$ cat config.mk
export PLATFORM = sky130hd
export DESIGN_NAME = instr_mem_responder
export DESIGN_NICKNAME = d
export VERILOG_FILES = /design/src/rtl/instr_mem_responder.sv
export SDC_FILE = /design/constraint.sdc
export NUM_CORES = 2
export LEC_CHECK = 0
export BUFFER_PORTS_ARGS = -buffer_cell sky130_fd_sc_hd__buf_2
export CAP_MARGIN = 25
export CORE_ASPECT_RATIO = 1.25
export CORE_MARGIN = 2
export CORE_UTILIZATION = 60
export DETAILED_ROUTE_END_ITERATION = 12
export PLACE_DENSITY_LB_ADDON = 0.08
export SETUP_SLACK_MARGIN = 0.3
export SYNTH_ARGS = -nofsm -noshare
export SYNTH_HDL_FRONTEND = slang
export SYNTH_SLANG_ARGS = --single-unit
$ cat constraint.sdc
create_clock -name clk_i -period 4.2 [get_ports clk_i]
set_clock_uncertainty 0.05 [all_clocks]
set_input_delay 0.63 -clock clk_i [delete_from_list [all_inputs] [get_ports clk_i]]
set_output_delay 0.63 -clock clk_i [all_outputs]
set_load 0.03 [all_outputs]
$ cat src/rtl/instr_mem_responder.sv
// Memory-side responder for instruction fetch/write requests: one request in
// flight, fixed access latency, one-cycle ACK with RDATA/MISALIGN held until the next ACK.
module instr_mem_responder #(
  parameter int ADDR_W  = 6,
  parameter int DATA_W  = 32,
  parameter int LATENCY = 2
) (
  input  logic              clk_i,
  input  logic              rst_i,
  input  logic              req_i,
  input  logic              wr_i,
  input  logic [31:0]       addr_i,
  input  logic [DATA_W-1:0] wdata_i,
  output logic [DATA_W-1:0] rdata_o,
  output logic              ack_o,
  output logic              busy_o,
  output logic              misalign_o
);

  typedef enum logic [1:0] {IDLE, WAIT, RESP} state_e;

  localparam logic [3:0] CNT_INIT = 4'(LATENCY - 1);

  state_e              state_q, state_d;
  logic [3:0]          cnt_q, cnt_d;
  logic                cap, access;
  logic                wr_q, mis_q;
  logic [ADDR_W-1:0]   idx_q;
  logic [DATA_W-1:0]   wdata_q, rdata_q, misrd_unused;
  logic                misalign_q;
  logic [DATA_W-1:0]   mem [2**ADDR_W];

  // Address bits above the word index wrap silently.
  logic unused_addr;
  assign unused_addr  = ^addr_i[31:ADDR_W+2];
  assign misrd_unused = '0;

  always_comb begin
    state_d = state_q;
    cnt_d   = cnt_q;
    cap     = 1'b0;
    access  = 1'b0;
    case (state_q)
      IDLE: if (req_i) begin
        cap     = 1'b1;
        cnt_d   = CNT_INIT;
        state_d = WAIT;
      end
      WAIT: if (cnt_q != 4'd0) begin
        cnt_d = cnt_q - 4'd1;
      end else begin
        access  = 1'b1;
        state_d = RESP;
      end
      RESP:    state_d = IDLE;
      default: state_d = IDLE;
    endcase
  end

  always_ff @(posedge clk_i) begin
    if (rst_i) begin
      state_q    <= IDLE;
      cnt_q      <= '0;
      wr_q       <= 1'b0;
      mis_q      <= 1'b0;
      idx_q      <= '0;
      wdata_q    <= '0;
      rdata_q    <= '0;
      misalign_q <= 1'b0;
    end else begin
      state_q <= state_d;
      cnt_q   <= cnt_d;
      if (cap) begin
        wr_q    <= wr_i;
        mis_q   <= |addr_i[1:0];
        idx_q   <= addr_i[ADDR_W+1:2];
        wdata_q <= wdata_i;
      end
      if (access) begin
        misalign_q <= mis_q;
        if (mis_q)     rdata_q <= misrd_unused;
        else if (wr_q) rdata_q <= wdata_q;
        else           rdata_q <= mem[idx_q];
      end
    end
  end

  // RAM has no reset; a reset on the commit edge suppresses the write.
  always_ff @(posedge clk_i) begin
    if (!rst_i && access && wr_q && !mis_q)
      mem[idx_q] <= wdata_q;
  end

  assign rdata_o    = rdata_q;
  assign misalign_o = misalign_q;
  assign ack_o      = (state_q == RESP);
  assign busy_o     = (state_q != IDLE);

endmodule

==> impl_results.md <==
* Crit path max-delay family: compound AO/OA/AOI/OAI gates
* WP data required at 4.80 ns
* Pleak at 28.7 nW
* Total I/O pin count at 103
* Clock Path Buffers at 3
* Clk root buf: clkbuf_16
* NumNets Final at 4300
* Max VDD drop at 0.453 mV
* Die Area at 140000 µm²
* Syn Nets at 3989
* CTS Buf Count at 191
* M3 GR Usage at 6.44%
* Starting Density at 60.5%
* Status: finished, final reports clean
* GR Util All Layers at 31.2%
* Chip Width at 335 µm
* Met2 usage at 50.6%
* Final cell count without fillers at 6149
* DP HPWL at 126 mm
* Power per Cell Area at 469 nW/µm²
* ANT nets after route at 0
* Fmax at 292 MHz
* Area of the core at 136000 µm²
* Worst EP arrival at 4.02 ns
* Crit end category: flop
* Post-DR vias/cell at 6.78
* Largest net degree at the start of global routing at 119
* TritonCTS clock tree: yes
* Final Max Tran Viols at 0
* Clock Pin Slew Worst Setup and Hold Paths at 0.06 ns
* Buffers on Ports at 78
* Share of cells above drive strength 1 at 28.7%
* Most frequent cells in the layout: edfxtp_1 (2048), mux4_2 (432), buf_4 (200)
* Layout area overhead at 12.9%
* Tmin final at 3.42 ns
* # DRC at 0
* Crit Path Class: flop to flop
* Post-DP Area at 86600 µm²
* # placed instances at 5774
* Multi-input gate area at 18200 µm²
* Avg Synthesized Cell Area at 21.0 µm²
* Worst slew pin tran at 1.07 ns
* Post-synthesis sequential area ratio at 76.9%
* Gate Count Post-Synth at 3920
* Async SR Flop Fraction at 0%
* Final setup TNS at 0 ns
* Worst Hold Class: primary input to flop
* CP Launch Type: flop
* Library cells used by synthesis at 64
* Fillcell total at 8399
* GR Util met1 at 42.7%
* Fin area at 92800 µm²
* Cell Area, Synth at 82200 µm²
* Yosys reg bits at 2133
* Post-CTS Resized at 0
* CTS Hold Buffers Added at 21
* Initial antenna violation count at 15
* Count of flip-flops with a built-in enable after synthesis at 2048
* DRT Pass-1 Iters at 6
* RSZ-0062 raised after global routing: no
* Routed len/inst at 35.0 µm
* Critical path's slowest cell: o211ai_1
* Post-CTS Setup Bufs at 0
* Vias at 41695
* Worst path cell trace: buf_12 > buf_12 > mux4_2 > mux2_2 > o211ai_1 > a311oi_1
* Final hold slack at 0.0511 ns
* Main synth FF type: edfxtp_1
* Max Cap Viol at 0
* Vias in the first global route at 41650
* Number of cell rows at 151
* Buffers & Inverters on Critical Path at 2
* H-tree Lvls at 4
* Final Cycle Share at 81.5%
* Final setup viols at 0
* Fin. Hold Viols at 0
* Sink Count at 2133
* Worst Path Max Fanout at 48
* Slew margin rel. at 26.5%
* Crit path largest cell delay at 0.86 ns
* Cell mode on critical path: buf_12
* Clk_lat worst skew at 0.83 ns
* Final core occ at 68.3%
* DRT Wirelength at 215 mm
* Total gr overflow at 0
* Drt first-iter violations at 5452
* Chip Height at 418 µm
* Commonest non-fill, non-tap cell in the layout: edfxtp_1
* GP Congestion at 0.881
* First-pass GRT wire length at 302 mm
* GR peak layer: met2
* Register area at 63300 µm²
* YS warnings at 0
[flip-flops by register name, indices dropped and copies added (netlist names), named ones only]
register	flops
mis_q	1
cnt_q	4
idx_q	6
mem	2048
state_q	2
rdata_o	32
wdata_q	32
misalign_o	1
wr_q	1
[per-stage QoR]
step	total power [mW]	setup WS, ns
2_1_floorplan	25.8	0.450
3_3_place_gp	27.0	0.830
6_report	43.5	0.776
5_1_grt	44.6	0.549
3_5_place_dp	27.0	0.748
4_1_cts	43.7	0.738
[worst paths after layout]
path	startpoint	end	slack [ns]	depth (start not counted)
max	flop	rdata_o[20]	0.78	6
min	wdata_i[23]	wdata_q[23]	0.05	3
max reg2reg	flop	rdata_o[20]	0.78	6
min reg2reg	wdata_q[6]	wdata_q[6]	0.43	2
[metal layers]
layer | part of all wire (%) | vias up
met3 | 10 | 362
met5 | 0.013 | -
met2 | 49 | 2330
met4 | 3.5 | 4
li1 | - | 16978
met1 | 37 | 22021
[area by class of cell]
class	count	area share, %
sequential	2133	68.1
multi-input combinational	1545	19.6
clock buffer	249	5.63
timing repair buffer	353	3.43
tap	1759	2.37
clock inverter	96	0.829
inverter	7	0.0310
antenna	7	0.0189
[synth_stat cells (7+ instances only)]
master	count	share of area, %
a221oi_1	38	0.40
buf_2	65	0.40
and3b_1	9	0.096
a21oi_1	71	0.43
buf_6	21	0.29
a311oi_1	21	0.22
edfxtp_1	2048	75
a31oi_1	23	0.18
a21o_1	11	0.10
a22o_1	15	0.16
a2bb2oi_1	14	0.15
o221ai_1	8	0.085
o22ai_1	35	0.27
nand2b_1	14	0.11
nor3_1	7	0.043
o21ai_0	69	0.42
a31o_2	15	0.16
and2_1	21	0.16
mux2i_1	176	2.1
nand3_1	12	0.073
a32o_1	8	0.097
buf_1	17	0.078
mux4_2	432	12
a22oi_1	80	0.73
mux2_2	92	1.3
buf_4	60	0.55
o211ai_1	20	0.18
nor2b_1	27	0.21
clkbuf_1	72	0.33
nor2_1	83	0.38
a211oi_1	10	0.091
a221o_1	10	0.12
dfxtp_1	85	2.1
nand2_1	182	0.83
[worst register-to-register path, stage by stage, from the launching register on]
cell      delay (ns)
dfxtp_4         0.51
buf_12          0.30
buf_12          0.43
mux4_2          0.60
mux2_2          0.28
o211ai_1        0.86
a311oi_1        0.22
[power breakdown]
part	switching (mW)	internal, mW	leakage [nW]
clock network	7.41	9.46	2.93
registers	0.314	23.5	19.0
logic	1.80	1.08	6.79
[logic make-up after synthesis]
kind of cell | count (synthesis) | share of synthesized area (%)
compound gates | 460 | 3.97
xor+xnor | 2 | 0.0213
fa+ha+maj | 1 | 0.0152
buf+inv | 242 | 1.67
flops | 2133 | 76.9
mux | 701 | 15.3
simple gates | 381 | 2.17
Power figures use the tool's default switching activity.
